**src/rtl/snake_pkg.sv**
```systemverilog
// Shared types and helpers for the snake engine: directions, game status,
// renderer pixel codes and the direction-reversal test.
package snake_pkg;

  typedef enum logic [1:0] {
    UP    = 2'd0,
    DOWN  = 2'd1,
    LEFT  = 2'd2,
    RIGHT = 2'd3
  } dir_t;

  typedef enum logic [1:0] {
    IDLE = 2'b00,
    RUN  = 2'b01,
    DIE  = 2'b10,
    OVER = 2'b11
  } status_t;

  typedef enum logic [1:0] {
    PIX_NONE = 2'b00,
    PIX_HEAD = 2'b01,
    PIX_BODY = 2'b10,
    PIX_WALL = 2'b11
  } pix_t;

  function automatic logic is_reverse(input dir_t a, input dir_t b);
    is_reverse = 1'b0;
    case (a)
      UP:    is_reverse = (b == DOWN);
      DOWN:  is_reverse = (b == UP);
      LEFT:  is_reverse = (b == RIGHT);
      RIGHT: is_reverse = (b == LEFT);
    endcase
  endfunction

endpackage

```
**src/rtl/snake_step_timer.sv**
```systemverilog
// Step divider: counts 0..STEP_DIV-1 while enabled and pulses tick on the
// wrap cycle; clear restarts the count from zero.
module snake_step_timer #(
  parameter int STEP_DIV = 12500000
) (
  input  logic clk,
  input  logic reset,
  input  logic clear,
  input  logic enable,
  output logic tick
);

  localparam int CW = (STEP_DIV > 1) ? $clog2(STEP_DIV) : 1;

  logic [CW-1:0] count;

  assign tick = enable && (count == CW'(STEP_DIV - 1));

  always_ff @(posedge clk) begin
    if (reset || clear) begin
      count <= '0;
    end else if (tick) begin
      count <= '0;
    end else if (enable) begin
      count <= count + 1'b1;
    end
  end

endmodule

```
**src/rtl/snake_engine.sv**
```systemverilog
// Snake core: segment buffer, game FSM, collision and per-pixel query.
// Define WRAP_WALLS_EN for a wall-less playfield with wrapping head moves.
module snake_engine
  import snake_pkg::*;
#(
  parameter int GRID_W      = 40,
  parameter int GRID_H      = 30,
  parameter int MAX_LEN     = 16,
  parameter int INIT_LEN    = 3,
  parameter int STEP_DIV    = 12500000,
  parameter int CELL_SHIFT  = 4,
  parameter int FLASH_STEPS = 6,
  localparam int XW = $clog2(GRID_W),
  localparam int YW = $clog2(GRID_H),
  localparam int LW = $clog2(MAX_LEN + 1)
) (
  input  logic          clk,
  input  logic          reset,
  input  logic          start,
  input  logic          left_press,
  input  logic          right_press,
  input  logic          up_press,
  input  logic          down_press,
  input  logic          grow,
  input  logic [9:0]    pix_x,
  input  logic [9:0]    pix_y,
  output logic [1:0]    snake,
  output logic [XW-1:0] head_x,
  output logic [YW-1:0] head_y,
  output logic [LW-1:0] len,
  output logic [1:0]    game_status,
  output logic          step,
  output logic          hit_wall,
  output logic          hit_body,
  output logic          die_flash
);

  localparam int FW = $clog2(FLASH_STEPS + 1);

  status_t       state_q, state_d;
  dir_t          dir_q, pending_dir, cur_dir, req_dir;
  logic [XW-1:0] seg_x [MAX_LEN];
  logic [YW-1:0] seg_y [MAX_LEN];
  logic [LW-1:0] len_q;
  logic [FW-1:0] flash_cnt;
  logic          grow_pend, req_valid, tick, init;
  logic          do_move, wall_evt, body_evt, wall_hit, body_hit, pix_wall;
  logic [XW-1:0] next_x;
  logic [YW-1:0] next_y;
  logic [9:0]    cell_x, cell_y;
  pix_t          pix_code;

  snake_step_timer #(.STEP_DIV(STEP_DIV)) u_timer (
    .clk    (clk),
    .reset  (reset),
    .clear  (init),
    .enable (state_q == RUN || state_q == DIE),
    .tick   (tick)
  );

  // Candidate head uses the direction that takes effect at this tick.
  always_comb begin
    next_x = seg_x[0];
    next_y = seg_y[0];
    case (pending_dir)
      UP:    next_y = (seg_y[0] == '0) ? YW'(GRID_H - 1) : seg_y[0] - 1'b1;
      DOWN:  next_y = (seg_y[0] == YW'(GRID_H - 1)) ? '0 : seg_y[0] + 1'b1;
      LEFT:  next_x = (seg_x[0] == '0) ? XW'(GRID_W - 1) : seg_x[0] - 1'b1;
      RIGHT: next_x = (seg_x[0] == XW'(GRID_W - 1)) ? '0 : seg_x[0] + 1'b1;
    endcase
`ifdef WRAP_WALLS_EN
    wall_hit = 1'b0;
`else
    wall_hit = (next_x == '0) || (next_x == XW'(GRID_W - 1)) ||
               (next_y == '0) || (next_y == YW'(GRID_H - 1));
`endif
    body_hit = 1'b0;
    for (int k = 1; k < MAX_LEN; k++) begin
      if (((k + 1 < int'(len_q)) || (grow_pend && k < int'(len_q))) &&
          seg_x[k] == next_x && seg_y[k] == next_y) begin
        body_hit = 1'b1;
      end
    end
  end

  always_comb begin
    cur_dir   = tick ? pending_dir : dir_q;
    req_valid = 1'b0;
    req_dir   = pending_dir;
    if (up_press && !is_reverse(UP, cur_dir)) begin
      req_valid = 1'b1;
      req_dir   = UP;
    end else if (down_press && !is_reverse(DOWN, cur_dir)) begin
      req_valid = 1'b1;
      req_dir   = DOWN;
    end else if (left_press && !is_reverse(LEFT, cur_dir)) begin
      req_valid = 1'b1;
      req_dir   = LEFT;
    end else if (right_press && !is_reverse(RIGHT, cur_dir)) begin
      req_valid = 1'b1;
      req_dir   = RIGHT;
    end
  end

  always_comb begin
    state_d  = state_q;
    init     = 1'b0;
    do_move  = 1'b0;
    wall_evt = 1'b0;
    body_evt = 1'b0;
    case (state_q)
      IDLE, OVER: begin
        if (start) begin
          init    = 1'b1;
          state_d = RUN;
        end
      end
      RUN: begin
        if (tick) begin
          if (wall_hit) begin
            wall_evt = 1'b1;
            state_d  = DIE;
          end else if (body_hit) begin
            body_evt = 1'b1;
            state_d  = DIE;
          end else begin
            do_move = 1'b1;
          end
        end
      end
      DIE: begin
        if (tick && flash_cnt == FW'(FLASH_STEPS - 1)) begin
          state_d = OVER;
        end
      end
    endcase
  end

  always_ff @(posedge clk) begin
    if (reset) begin
      state_q  <= IDLE;
      step     <= 1'b0;
      hit_wall <= 1'b0;
      hit_body <= 1'b0;
    end else begin
      state_q  <= state_d;
      step     <= do_move;
      hit_wall <= wall_evt;
      hit_body <= body_evt;
    end
  end

  // Start re-runs the reset initialisation so a new game matches power-up.
  always_ff @(posedge clk) begin
    if (reset || init) begin
      for (int i = 0; i < MAX_LEN; i++) begin
        seg_x[i] <= XW'(GRID_W / 2 - i);
        seg_y[i] <= YW'(GRID_H / 2);
      end
      len_q       <= LW'(INIT_LEN);
      dir_q       <= RIGHT;
      pending_dir <= RIGHT;
      grow_pend   <= 1'b0;
      flash_cnt   <= '0;
      die_flash   <= 1'b0;
    end else begin
      if (state_q == RUN) begin
        if (tick) dir_q <= pending_dir;
        if (req_valid) pending_dir <= req_dir;
      end
      grow_pend <= do_move ? grow : (grow_pend | grow);
      if (do_move) begin
        for (int i = MAX_LEN - 1; i > 0; i--) begin
          seg_x[i] <= seg_x[i-1];
          seg_y[i] <= seg_y[i-1];
        end
        seg_x[0] <= next_x;
        seg_y[0] <= next_y;
        if (grow_pend && len_q < LW'(MAX_LEN)) len_q <= len_q + 1'b1;
      end
      if (wall_evt || body_evt) begin
        flash_cnt <= '0;
        die_flash <= 1'b0;
      end else if (state_q == DIE && tick) begin
        flash_cnt <= flash_cnt + 1'b1;
        die_flash <= (flash_cnt == FW'(FLASH_STEPS - 1)) ? 1'b0 : ~die_flash;
      end
    end
  end

  // Renderer query: later assignments take priority (head over body over wall).
  always_comb begin
    cell_x   = pix_x >> CELL_SHIFT;
    cell_y   = pix_y >> CELL_SHIFT;
`ifdef WRAP_WALLS_EN
    pix_wall = 1'b0;
`else
    pix_wall = (cell_x == '0) || (cell_x == 10'(GRID_W - 1)) ||
               (cell_y == '0) || (cell_y == 10'(GRID_H - 1));
`endif
    pix_code = PIX_NONE;
    if (cell_x < 10'(GRID_W) && cell_y < 10'(GRID_H)) begin
      if (pix_wall) pix_code = PIX_WALL;
      for (int k = 1; k < MAX_LEN; k++) begin
        if (k < int'(len_q) && cell_x == 10'(seg_x[k]) && cell_y == 10'(seg_y[k])) begin
          pix_code = PIX_BODY;
        end
      end
      if (cell_x == 10'(seg_x[0]) && cell_y == 10'(seg_y[0])) pix_code = PIX_HEAD;
    end
  end

  always_ff @(posedge clk) begin
    if (reset) snake <= PIX_NONE;
    else       snake <= pix_code;
  end

  assign head_x      = seg_x[0];
  assign head_y      = seg_y[0];
  assign len         = len_q;
  assign game_status = state_q;

endmodule

```
**config.mk**
```make
export PLATFORM = sky130hd
export DESIGN_NAME = snake_engine
export DESIGN_NICKNAME = d
export VERILOG_FILES = /design/src/rtl/snake_pkg.sv /design/src/rtl/snake_step_timer.sv /design/src/rtl/snake_engine.sv
export SDC_FILE = /design/constraint.sdc
export NUM_CORES = 1
export LEC_CHECK = 0
export ABC_CLOCK_PERIOD_IN_PS = 13290
export BUFFER_PORTS_ARGS = -buffer_cell sky130_fd_sc_hd__buf_2
export CAP_MARGIN = 15
export CELL_PAD_IN_SITES_DETAIL_PLACEMENT = 1
export CELL_PAD_IN_SITES_GLOBAL_PLACEMENT = 1
export CORE_ASPECT_RATIO = 0.8
export CORE_MARGIN = 5
export CORE_UTILIZATION = 43
export DETAILED_ROUTE_END_ITERATION = 6
export PLACE_DENSITY_LB_ADDON = 0.1
export SETUP_SLACK_MARGIN = 0.02
export SYNTH_ARGS = -nofsm -noshare
export SYNTH_HDL_FRONTEND = slang
export SYNTH_SLANG_ARGS = --single-unit
```
**constraint.sdc**
```tcl
create_clock -name clk -period 13.29 [get_ports clk]
set_input_delay 1.9935 -clock clk [delete_from_list [all_inputs] [get_ports clk]]
set_output_delay 1.9935 -clock clk [all_outputs]
set_load 0.05 [all_outputs]
```
== Word-level counts from Yosys, hierarchy flattened ==
Memories as Yosys holds them, arrays and structs flattened.
Cells that the tools add are included.

* Magnitude comparators: 19
* Reduce and logical (&&, ||, !) cells: 131
* Mux-type cells: 111
* Add/subtract/negate cells: 7
* Bitwise gates (word level): 35
* Equality and inequality tests: 83

{| class="wikitable"
|+ Operators by type and width
! kind !! number
|-
| $eq A6 B6 Y1 || 31
|-
| $mux W6 || 18
|-
| $eq A6 B5 Y1 || 16
|-
| $mux W5 || 18
|-
| $logic_and A1 B1 Y1 || 85
|-
| $eq A5 B5 Y1 || 15
|-
| $mux W2 || 26
|-
| $mux W1 || 46
|-
| $lt A4 B5 Y1 const A || 8
|-
| $or A1 B1 Y1 || 33
|-
| $add A24 B1 Y24 const B || 1
|-
| $eq A24 B24 Y1 const B || 1
|-
| $logic_or A1 B1 Y1 || 24
|-
| $logic_not A10 Y1 || 2
|-
| $lt A3 B5 Y1 const A || 4
|-
| $eq A6 B6 Y1 const B || 3
|-
| $eq A2 B2 Y1 const B || 6
|-
| $logic_not A6 Y1 || 2
|-
| $pmux W6 S2 || 1
|-
| $add A5 B1 Y5 const B || 2
|-
| $eq A5 B5 Y1 const B || 2
|-
| $logic_not A5 Y1 || 2
|-
| $lt A2 B5 Y1 const A || 2
|-
| $pmux W5 S2 || 1
|-
| 25 further kinds || 37
|}

* Output and inout bits: 24
* Bits in registers: 45
* Logic and storage cells: 401
* Memory bits (writable): 176
* Memories kept: 2

{| class="wikitable"
|+ Memories
! name !! words !! width !! read ports !! clocked after Yosys merged registers in !! write ports !! RTL line !! RTL
|-
| seg_x || 16 || 6 || 16 || 0 || 16 || snake_engine.sv:42 || <nowiki>logic [XW-1:0] seg_x [MAX_LEN];</nowiki>
|-
| seg_y || 16 || 5 || 16 || 0 || 16 || snake_engine.sv:43 || <nowiki>logic [YW-1:0] seg_y [MAX_LEN];</nowiki>
|}

== Depth between registers and ports, before layout ==
An unclocked memory read counts as a cell.

* Depth in word-level cells: 30
* Mapped depth: 18
* Gate-level depth less buffers: 12

== Hierarchy ==
A second synthesis with hierarchy kept.

* Cells, all modules: 1492
* Area total of the unflattened synthesis: 14626.5 um^2

{| class="wikitable"
|+ Modules (own cells, without submodules)
! module !! sequential area each (um^2) !! area each (um^2) !! times used !! cells an instance
|-
| snake_engine || 5705.5 || 13492.9 || 1 || 1358
|-
| snake_step_timer || 480.5 || 1133.6 || 1 || 134
|}

== Worst setup path after synthesis ==
No wires, ideal clock.

* Path type: reg-to-reg
* From: memory seg_x[0][0] in the netlist's numbering
* To: memory seg_x[0][0] in the netlist's numbering (enable)
* Arrival time: 11.592 ns
* Buffers on the path: 5
* Setup time: 0.734 ns
* Period minus slack after synthesis: 12.326 ns
* Setup slack: 0.964 ns
* Stages on the path, launching flop included: 18
* Cells stage by stage: edfxtp_1 > clkbuf_1 > inv_1 > ha_1 > mux2_2 > and2_1 > clkbuf_1 > xnor2_1 > clkbuf_1 > xnor2_1 > a2111oi_0 > nand4_1 > o2111ai_1 > or4b_4 > buf_2 > or2_1 > buf_6 > o21ai_1

{| class="wikitable"
|+ RTL lines
! item !! RTL line
|-
| from (decl) || snake_engine.sv:42
|}

==> flow_metrics.env <==
export IMPL_outcome="finished clean"
export IMPL_die_h_um=173
export IMPL_die_area_um2=36800
export IMPL_crit_fanout=176
export IMPL_clock_sinks=221
export IMPL_dpl_hpwl_um=32400
export IMPL_clock_fmax_ghz=0.145
export IMPL_setup_tns_ps=0
export IMPL_fin_crit_ps=6890
export IMPL_rsz0062_at_grt="false"
export IMPL_wl_per_cell_um=26.8
export IMPL_detail_route_iter0_violations=1007
export IMPL_drc=0
export IMPL_cts_resized=0
export IMPL_synth_edff_count=176
export IMPL_max_slew_worst_pin_slew_ps=1250
export IMPL_viasPerCell=6.01
export IMPL_nets=1422
export IMPL_core_area_um2=32600
export IMPL_cts_tree="built"
export IMPL_clock_latency_ps=560
export IMPL_holdBufCountCts=0
export IMPL_cpLargestDelayFamily="simple AND/OR/NAND/NOR gates"
export IMPL_insertedDiodeCount=0
export IMPL_drive_gt1_share_pct=9.27
export IMPL_max_slew_margin_pct=16.7
export IMPL_slew_viol_final=0
export IMPL_root_buffer="clkbuf_16"
export IMPL_io_pins=52
export IMPL_vias=11000
export IMPL_cts_max_level=1
export IMPL_synthArstFlopShare_pct=0
export IMPL_first_pass_iters=5
export IMPL_path_common_cell="or4_1"
export IMPL_syn_to_final_growth_pct=9.33
export IMPL_max_vdd_ir_drop_uv=113
export IMPL_end_kind="register"
export IMPL_syn_nets=1441
export IMPL_crit_type="register to register"
export IMPL_final_setup_skew_ps=20.0
export IMPL_grt_pass1_vias=11300
export IMPL_synth_top_flop_cell="edfxtp_1"
export IMPL_powerDensity_nw_per_um2=151
export IMPL_timing_rr_start="seg_y[0][1]$_SDFFCE_PN1P_"
export IMPL_cts_buffers=26
export IMPL_wl_um=49000
export IMPL_seq_area_um2=6190
export IMPL_holdPathEnd="dir_q[1]$_SDFFE_PP1P_"
export IMPL_hold_start="dir_q[1]$_SDFFE_PP1P_"
export IMPL_hold_violations=0
export IMPL_rows=59
export IMPL_grt_max_degree=177
export IMPL_gp_congestion=0.918
export IMPL_grt_pass1_wl_um=72500
export IMPL_clk_pin_slew_ps=60
export IMPL_r2r_cells=12
export IMPL_clk_path_buf_depth=3
export IMPL_postCtsSetupRepairBufs=0
export IMPL_r2r_end="seg_x[7][6]$_SDFFCE_PN1P_"
export IMPL_die_x_um=213
export IMPL_cp_start_kind="register"
export IMPL_cp_required_ps=13330
export IMPL_grtUsageTotal_pct=25.9
export IMPL_grt_ovfl_total=0
export IMPL_r2r_slack_ps=6400
export IMPL_start_util_pct=43.7
export IMPL_multi_input_area_um2=7470
export IMPL_finalCoreUtilization_pct=47.8
export IMPL_antenna_left=0
export IMPL_critPathMaxStageDelay_ps=1080
export IMPL_port_buffers=43
export IMPL_leakagePower_nw=4.99
export IMPL_crit_chain="inv_1, ha_1, o211ai_1, a2111oi_2, or3_1, o22ai_1, or4_1, o31ai_1, or4_1, or2_1, o21ai_4, buf_12"
export IMPL_synth_warnings=0
export IMPL_antenna_found_initial=0
export IMPL_nFillCells=3567
export IMPL_arrival_ps=6930
export IMPL_yosysSeqAreaShare_pct=43.5
export IMPL_synth_cells=1401
export IMPL_synthesis_area_um2=14200
export IMPL_min_delay_path_depth=2
export IMPL_worst_path_buf_inv=2
export IMPL_synth_distinct_cells=79
export IMPL_synth_seq_cells=221
export IMPL_maxCapViolCount=0
export IMPL_syn_mean_instance_area_um2=10.2
export IMPL_setup_violations=0
export IMPL_crit_path_top_delay_cell="a2111oi_2"
export IMPL_timing_final_crit_share_pct=51.9
export IMPL_min_delay_path_class="register to register"
-- area by class of cell --
class,count,share of cell area [%]
multi-input combinational,1046,48.0
sequential,221,39.8
clock buffer,42,5.36
tap,427,3.44
timing repair buffer,62,2.38
inverter,25,0.603
clock inverter,6,0.410
-- report_power, final --
group | internal (mW) | switching (mW)
clock | 0.447 | 0.304
sequential | 0.829 | 0.0843
combinational | 0.233 | 0.444
total | 1.51 | 0.832
-- registers in the layout, indices dropped and copies added, names as in the netlist --
name and count:
seg_x 96, seg_y 80, u_timer.count 24, len 5
flash_cnt 3, dir_q 2, game_status 2, pending_dir 2
snake 2, die_flash 1, grow_pend 1, hit_body 1
hit_wall 1, step 1
-- per-stage QoR --
stage,area [um^2],cells,hold slack [ps],setup WS [ps],total power [mW]
after global placement,14700,1781,458,6830,1.57
after floorplan,14200,1401,443,964,1.40
after global routing,15600,1829,540,6400,2.43
after detailed placement,14700,1781,473,6700,1.59
after CTS,15600,1829,491,6710,2.34
final,15600,1829,489,6400,2.34
-- worst register-to-register path: stages, from the launching register on --
cell       delay, ps
edfxtp_1         540
inv_1            380
ha_1             280
o211ai_1         130
a2111oi_2       1080
or3_1            850
o22ai_1          190
or4_1            650
o31ai_1          470
or4_1            470
or2_1            580
o21ai_4          130
buf_12           260
-- cell usage after synthesis (10+ instances only) --
library cell | instances | area, um^2
a21oi_1 | 38 | 190
dfxtp_1 | 45 | 901
o2111ai_1 | 10 | 87.6
nor2_1 | 58 | 218
edfxtp_1 | 176 | 5290
mux2i_1 | 10 | 100
o22ai_1 | 10 | 62.6
nand2_1 | 55 | 206
and2_1 | 72 | 450
buf_4 | 16 | 120
nand2b_1 | 105 | 657
inv_1 | 25 | 93.8
nor3_1 | 35 | 175
o21ai_0 | 23 | 115
ha_1 | 12 | 150
nand4_1 | 54 | 338
or4_1 | 12 | 90.1
buf_2 | 28 | 140
a211oi_1 | 12 | 90.1
buf_1 | 10 | 37.5
nand3_1 | 26 | 130
clkbuf_1 | 53 | 199
nor2b_1 | 10 | 62.6
xnor2_1 | 182 | 1590
nor4_1 | 41 | 257
xor2_1 | 156 | 1370
-- cell families (layout without fill, tap and decap cells) --
family | after synthesis | in the layout | synth area share, %
and+or+nand+nor | 518 | 518 | 21.0
xor gates and xnor gates | 340 | 340 | 21.1
DFF | 221 | 221 | 43.5
AOI/OAI and AO/OA | 163 | 163 | 8.06
buffers and inverters | 134 | 135 | 4.31
muxes | 13 | 13 | 0.959
adders and majority gates | 12 | 12 | 1.06
-- cell usage in the layout (no fill, tap or decap), types with 10 or more instances in the layout --
cell       netlist  final
xor2_1         156    156
nor4_1          41     41
edfxtp_1       176    176
a21oi_1         38     38
buf_4           16     18
clkbuf_16        0     28
buf_2           28     43
or4_1           12     12
nor2_1          58     58
o21ai_0         23     23
and2_1          72     72
a211oi_1        12     10
inv_1           25     25
ha_1            12     12
nand4_1         54     54
xnor2_1        182    181
nand2b_1       105    105
o2111ai_1       10     10
mux2i_1         10     10
nor2b_1         10     10
dfxtp_1         45     45
nand2_1         55     55
nand3_1         26     26
nor3_1          35     35
o22ai_1         10     10
-- how the worst max path moves through the flow --
stage	startpoint	end	slack, ps	depth (start not counted)
2_1_floorplan	seg_x[0][0]$_SDFFCE_PN0P_	seg_x[0][0]$_SDFFCE_PN0P_	960	17
3_3_place_gp	seg_x[0][1]$_SDFFCE_PN0P_	seg_x[3][1]$_SDFFCE_PN1P_	6830	13
3_5_place_dp	seg_x[0][1]$_SDFFCE_PN0P_	seg_x[4][2]$_SDFFCE_PN1P_	6700	13
4_1_cts	seg_x[0][1]$_SDFFCE_PN0P_	seg_x[3][2]$_SDFFCE_PN1P_	6710	13
5_1_grt	seg_x[0][1]$_SDFFCE_PN0P_	seg_x[3][2]$_SDFFCE_PN1P_	6400	13
6_report	seg_y[0][1]$_SDFFCE_PN1P_	seg_x[7][6]$_SDFFCE_PN1P_	6400	12
-- metal layers --
layer	share of wire (%)	track usage [%]
met5	0	0
met4	2.8	6.60
met3	8.1	6.52
met2	42	37.4
met1	47	38.8
No activity file was read; power rests on OpenSTA's default activity.
